--- src/rtl/conv_pkg.sv ---
// Shared types and helpers for the convolution stream controller.
// Holds the sequencer state encoding, the stride select encoding and
// the output-geometry helpers used by the top and the coordinate tracker.
package conv_pkg;

    typedef enum logic [2:0] {
        IDLE,
        CLEAR,
        FETCH,
        DRAIN,
        DONE
    } state_t;

    // Encoding of the stride2 input / latched stride select
    localparam logic STRIDE_1 = 1'b0;
    localparam logic STRIDE_2 = 1'b1;

    // Number of valid window positions along one image axis
    function automatic int out_dim(input int img, input int filt);
        return img - filt + 1;
    endfunction

    // Largest even index inside an axis of n window positions
    function automatic int last_even(input int n);
        return (n - 1) & ~1;
    endfunction

endpackage

--- src/rtl/conv_out_coord.sv ---
// Output coordinate tracker for the sliding-window buffer.
// Counts every window the buffer reports in raster order, qualifies them for
// stride 1 / stride 2, and flags the final qualified window of the frame.
// Outputs are combinational from buf_valid so they line up with window data.
module conv_out_coord
    import conv_pkg::*;
#(
    parameter int OUT_W     = 24,
    parameter int OUT_H     = 24,
    parameter int ADDR_BITS = 10
) (
    input  logic                 clk,
    input  logic                 rst,
    input  logic                 clr,
    input  logic                 en,
    input  logic                 stride2,
    input  logic                 buf_valid,
    output logic                 win_valid,
    output logic [ADDR_BITS-1:0] out_row,
    output logic [ADDR_BITS-1:0] out_col,
    output logic                 out_last,
    output logic                 frame_end
);

    localparam logic [ADDR_BITS-1:0] COL_MAX   = ADDR_BITS'(OUT_W - 1);
    localparam logic [ADDR_BITS-1:0] ROW_MAX   = ADDR_BITS'(OUT_H - 1);
    localparam logic [ADDR_BITS-1:0] COL_LAST2 = ADDR_BITS'(last_even(OUT_W));
    localparam logic [ADDR_BITS-1:0] ROW_LAST2 = ADDR_BITS'(last_even(OUT_H));

    logic [ADDR_BITS-1:0] row;
    logic [ADDR_BITS-1:0] col;
    logic                 step;

    // Raw window position: col runs fastest, both wrap after the last window
    always_ff @(posedge clk) begin
        if (rst || clr) begin
            row <= '0;
            col <= '0;
        end else if (step) begin
            if (col == COL_MAX) begin
                col <= '0;
                row <= (row == ROW_MAX) ? '0 : row + ADDR_BITS'(1);
            end else begin
                col <= col + ADDR_BITS'(1);
            end
        end
    end

    // Stride qualification and last-window detection, zero latency
    always_comb begin
        step      = en & buf_valid;
        frame_end = step && (col == COL_MAX) && (row == ROW_MAX);
        win_valid = 1'b0;
        out_row   = row;
        out_col   = col;
        out_last  = 1'b0;
        if (stride2 == STRIDE_2) begin
            win_valid = step && !row[0] && !col[0];
            out_row   = row >> 1;
            out_col   = col >> 1;
            out_last  = win_valid && (row == ROW_LAST2) && (col == COL_LAST2);
        end else begin
            win_valid = step;
            out_last  = step && (row == ROW_MAX) && (col == COL_MAX);
        end
    end

endmodule

--- src/rtl/conv_stream_ctrl.sv ---
// Convolution frame sequencer for the 5x5 sliding-window line buffer.
// Clears the buffer, streams the image from memory in raster order with
// one-cycle read latency, qualifies buffer windows for the selected stride
// and reports frame completion.
// Optional build macro CONV_STREAM_PERF_EN adds perf_cycles/perf_stalls.
module conv_stream_ctrl
    import conv_pkg::*;
#(
    parameter int WIDTH       = 28,
    parameter int HEIGHT      = 28,
    parameter int DATA_BITS   = 8,
    parameter int FILTER_SIZE = 5,
    parameter int ADDR_BITS   = 10
) (
    input  logic                 clk,
    input  logic                 rst,
    input  logic                 start,
    input  logic                 stride2,
    output logic                 busy,
    output logic                 done,
    output logic                 buf_clr,
    output logic                 mem_rd_en,
    output logic [ADDR_BITS-1:0] mem_addr,
    input  logic [DATA_BITS-1:0] mem_rd_data,
    output logic                 buf_in_val,
    output logic [DATA_BITS-1:0] buf_data,
    input  logic                 buf_valid,
    input  logic                 out_ready,
    output logic                 win_valid,
    output logic [ADDR_BITS-1:0] out_row,
    output logic [ADDR_BITS-1:0] out_col,
    output logic                 out_last
`ifdef CONV_STREAM_PERF_EN
    ,
    output logic [31:0]          perf_cycles,
    output logic [31:0]          perf_stalls
`endif
);

    localparam int                   NPIX      = WIDTH * HEIGHT;
    localparam logic [ADDR_BITS-1:0] LAST_ADDR = ADDR_BITS'(NPIX - 1);

    state_t state;
    logic   stride_q;
    logic   pix_vld;
    logic   accept;
    logic   frame_end;

    assign accept = (state == IDLE) && start;

    // Read strobe follows out_ready in the same cycle so that only the one
    // read already issued can still land after downstream pauses.
    assign mem_rd_en = (state == FETCH) && out_ready;

    // Frame sequencer with registered busy/done/clear outputs
    always_ff @(posedge clk) begin
        if (rst) begin
            state    <= IDLE;
            mem_addr <= '0;
            stride_q <= 1'b0;
            busy     <= 1'b0;
            done     <= 1'b0;
            buf_clr  <= 1'b0;
        end else begin
            done    <= 1'b0;
            buf_clr <= 1'b0;
            case (state)
                IDLE: begin
                    if (start) begin
                        stride_q <= stride2;
                        mem_addr <= '0;
                        buf_clr  <= 1'b1;
                        busy     <= 1'b1;
                        state    <= CLEAR;
                    end
                end
                CLEAR: state <= FETCH;
                FETCH: begin
                    if (out_ready) begin
                        if (mem_addr == LAST_ADDR) begin
                            mem_addr <= '0;
                            state    <= DRAIN;
                        end else begin
                            mem_addr <= mem_addr + ADDR_BITS'(1);
                        end
                    end
                end
                DRAIN: begin
                    if (frame_end) begin
                        done  <= 1'b1;
                        busy  <= 1'b0;
                        state <= DONE;
                    end
                end
                DONE:    state <= IDLE;
                default: state <= IDLE;
            endcase
        end
    end

    // Pixel valid trails the read strobe by the memory latency
    always_ff @(posedge clk) begin
        if (rst) pix_vld <= 1'b0;
        else     pix_vld <= mem_rd_en;
    end

    assign buf_in_val = pix_vld;
    assign buf_data   = pix_vld ? mem_rd_data : '0;

    conv_out_coord #(
        .OUT_W     (out_dim(WIDTH, FILTER_SIZE)),
        .OUT_H     (out_dim(HEIGHT, FILTER_SIZE)),
        .ADDR_BITS (ADDR_BITS)
    ) u_coord (
        .clk       (clk),
        .rst       (rst),
        .clr       (accept),
        .en        ((state == FETCH) || (state == DRAIN)),
        .stride2   (stride_q),
        .buf_valid (buf_valid),
        .win_valid (win_valid),
        .out_row   (out_row),
        .out_col   (out_col),
        .out_last  (out_last),
        .frame_end (frame_end)
    );

`ifdef CONV_STREAM_PERF_EN
    // Frame cycle and stall counters, cleared at accepted start, held after done
    always_ff @(posedge clk) begin
        if (rst || accept) begin
            perf_cycles <= '0;
            perf_stalls <= '0;
        end else begin
            if (state != IDLE)
                perf_cycles <= perf_cycles + 32'd1;
            if ((state == FETCH) && !out_ready)
                perf_stalls <= perf_stalls + 32'd1;
        end
    end
`endif

endmodule

--- config.mk ---
export PLATFORM = sky130hd
export DESIGN_NAME = conv_stream_ctrl
export DESIGN_NICKNAME = d
export VERILOG_FILES = /design/src/rtl/conv_pkg.sv /design/src/rtl/conv_out_coord.sv /design/src/rtl/conv_stream_ctrl.sv
export SDC_FILE = /design/constraint.sdc
export NUM_CORES = 1
export LEC_CHECK = 0
export ABC_AREA = 1
export BUFFER_PORTS_ARGS = -buffer_cell sky130_fd_sc_hd__buf_2
export CAP_MARGIN = 10
export CORE_UTILIZATION = 45
export CTS_CLUSTER_DIAMETER = 40
export DETAILED_ROUTE_END_ITERATION = 10
export PLACE_DENSITY = 0.69
export SETUP_SLACK_MARGIN = 0.3
export SYNTH_ARGS = -nofsm -noshare
export SYNTH_HDL_FRONTEND = slang
export SYNTH_SLANG_ARGS = --single-unit
--- constraint.sdc ---
create_clock -name clk -period 2.9 [get_ports clk]
set_clock_uncertainty 0.2 [all_clocks]
set_input_delay 0.29 -clock clk [delete_from_list [all_inputs] [get_ports clk]]
set_output_delay 0.29 -clock clk [all_outputs]
set_load 0.005 [all_outputs]
==> flow_summary_export.csv <==
group,metric,value,unit
floorplanning,ioPinCount,59,
global_route,track_usage,21.73,%
detailed_routing,routedWlPerCell,11.48,microns
detailed_routing,vias,2452,
flow_run,maxCapViolCount,0,
setup_path,r2r_cells,10,
clocking,cts_buffers,5,
detailed_routing,routed_wl,5.649,mm
hold_path,hold_path_depth,3,
timing,rsz0062_at_grt,"no",
synthesis,async_flop_share,0,%
setup_path,path_cells,"ha_1, nand3_1, nor2_1, nand3_1, o21ai_0, buf_2",
floorplanning,die_w,73.97,microns
synthesis,ys_types,28,
cells_and_area,multi_input_area,1305,sq um
power_and_ir_drop,p_per_area,428.3,nW/um^2
place,port_buffers,58,
synthesis,synth_cells,367,
timing,slew_headroom,65.87,%
timing,fin_hold_ws,0.01967,ns
detailed_routing,drc,0,
setup_path,crit_path_max_incr_delay,0.44,ns
synthesis,ys.warnings.count,0,
setup_path,start_kind,"flop",
timing,worst_slew_pin_slew,0.5107,ns
synthesis,synth_edf_count,0,
floorplanning,core_area,4848,sq um
setup_path,path_buf_inv,1,
detailed_routing,first_pass_iters,5,
floorplanning,dieArea,5472,sq um
timing,clock.fmax,0.4155,GHz
setup_path,required,2.41,ns
setup_path,timing.rr.end,"busy",
timing,fin_tns_setup,0,ns
timing,hold_viol,0,
cells_and_area,syn2layout_area_growth,18.79,%
clocking,cts_tree,"yes",
timing,slew_violations,0,
cells_and_area,final_util,57.11,%
clocking,clk_pin_slew,0.08,ns
floorplanning,start_util,48.08,%
global_route,antenna_found_initial,0,
floorplanning,rows,25,
cells_and_area,final_common_cell,"nand2_1",
timing,finalCritPeriodShare,83.00,%
cells_and_area,drive_gt1_share,20.24,%
detailed_routing,ant_nets,0,
cells_and_area,fillers,501,
timing,finalSetupViolCount,0,
place,place_congestion,0.8809,
cells_and_area,layout_common_cells,"87 x nand2_1, 58 x buf_2, 55 x inv_1, 45 x nor2_1, 37 x dfxtp_1",
power_and_ir_drop,ir_drop,0.2193,mV
setup_path,arrival,1.92,ns
power_and_ir_drop,p_total,1186,uW
setup_path,critPathTopFamily,"simple AND/OR/NAND/NOR gates",
hold_path,hp-class,"primary input to flop",
synthesis,yosysSeqAreaShare,32.64,%
floorplanning,die_height,73.97,microns
clocking,clockRootBuffer,"clkbuf_8",
global_route,grt_pass1_vias,2114,
synthesis,avgSynthCellArea,6.351,sq um
setup_path,timing.rr.start,"state[1]",
clocking,cts.sinks,38,
detailed_routing,drtIter0Drc,117,
power_and_ir_drop,leakage,0.001296,uW
timing,finalCriticalPeriod,2.407,ns
synthesis,synth_fp_nets,386,
synthesis,synthesis.area,2331,sq um
cells_and_area,nNetsFinal,443,
setup_path,r2r_slack,0.84,ns
cells_and_area,register_area,762.0,sq um
clocking,clockBufferDepth,2,
global_route,grt_pass1_wl,9.183,mm
place,place_hpwl,4.303,mm
global_route,grt_overflow_total,0,
setup_path,cp-end-kind,"output pin",
setup_path,path_class,"flop to output pin",
synthesis,yosys_most_used_dff,"dfxtp_1",
clocking,h-tree-depth,2,
setup_path,crit_path_frequent_cell,"nand3_1",
hold_path,holdPathEnd,"stride_q",
setup_path,path_max_fanout,5,
outcome,outcome,"completed",
cells_and_area,n_antenna_cell,0,
global_route,grt_start_max_net_pins,17,
clocking,clk_latency,0.29,ns
hold_path,worstHoldStart,"stride2",
setup_path,crit_slowest_cell,"dfxtp_1",
detailed_routing,via_per_inst,4.984,
synthesis,ys_seq_elements,38,
-- cells in the mapped netlist (3+ instances only) --
cell type  count  area (sq um)
nand3_1       24         120.1
nor3b_1        5         37.54
a21oi_1       22         110.1
clkbuf_1       7         26.28
nor3_1        12         60.06
inv_1         55         206.5
ha_1           5         62.56
nand4_1       10         62.56
inv_2          3         11.26
dfxtp_1       38         760.7
nand2_1       87         326.6
xor2_1         7         61.31
o21ai_0       27         135.1
nand2_2        3         18.77
nor2_1        45         168.9
nor2_2         3         18.77
-- where the power goes --
part / total (uW) / leakage [uW] / internal [uW] / switching [uW]
sequential: 573 / 0.000308 / 545 / 27.1
combinational: 227 / 0.000941 / 75.8 / 151
clock: 386 / 0.0000472 / 191 / 195
total: 1190 / 0.00130 / 812 / 374
-- worst max path at each step --
stage                   start  cells past startpoint     endpoint
2_1_floorplan     mem_addr[0]                     10  mem_addr[7]
4_1_cts        u_coord.row[0]                      6     out_last
5_1_grt        u_coord.row[4]                      7     out_last
3_3_place_gp   u_coord.row[0]                      6     out_last
3_5_place_dp   u_coord.row[0]                      6     out_last
6_report       u_coord.row[1]                      6     out_last
-- timing repair --
action / in CTS / in global routing
setup endpoints to repair: 0 / 1
resized for setup: 0 / 1
hold buffers: 0 / 0
buffers inserted: 0 / 0
-- metrics by stage --
| stage | worst slack (ns) | cell area, sq um | cells |
|---|---|---|---|
| 6_report | 0.4930 | 2769 | 492 |
| 3_3_place_gp | 0.9187 | 2673 | 484 |
| 3_5_place_dp | 0.8074 | 2673 | 484 |
| 5_1_grt | 0.3408 | 2769 | 492 |
| 2_1_floorplan | 1.197 | 2331 | 367 |
| 4_1_cts | 0.4698 | 2768 | 492 |
-- area by class of cell --
| cell class | instances | area share, % |
|---|---|---|
| Clock buffer | 6 | 2.982 |
| Multi-Input combinational cell | 261 | 47.13 |
| Sequential cell | 38 | 27.52 |
| Clock inverter | 2 | 0.4519 |
| Inverter | 58 | 7.863 |
| Timing Repair Buffer | 60 | 11.03 |
| Tap cell | 67 | 3.028 |
-- routing by layer --
metal	global-route usage, %	wire length (microns)	up-vias
li1	-	-	1285
met5	0	0	-
met4	5.128	51	0
met3	5.285	274	5
met2	36.26	2520	72
met1	28.31	2803	1090
-- cells by family after synthesis --
family	Yosys count	share of synthesized area, %
simple gates	198	39.35
buf+inv	68	11.38
flops	38	32.64
compound gates	51	11.33
xor+xnor	7	2.630
fa+ha+maj	5	2.684
-- tightest hold or removal path, delay by kind of cell --
kind                   cells  cell delay (ns)
and+or+nand+nor            1             0.05
AOI/OAI and AO/OA          1             0.06
buffers and inverters      1             0.08
-- state kept, by name, indices dropped and copies added, names as in the netlist --
| register | cells |
|---|---|
| u_coord.col | 10 |
| buf_in_val | 1 |
| mem_addr | 10 |
| state | 3 |
| u_coord.row | 10 |
| buf_clr | 1 |
| stride_q | 1 |
| busy | 1 |
| done | 1 |
Power figures use the tool's default switching activity.
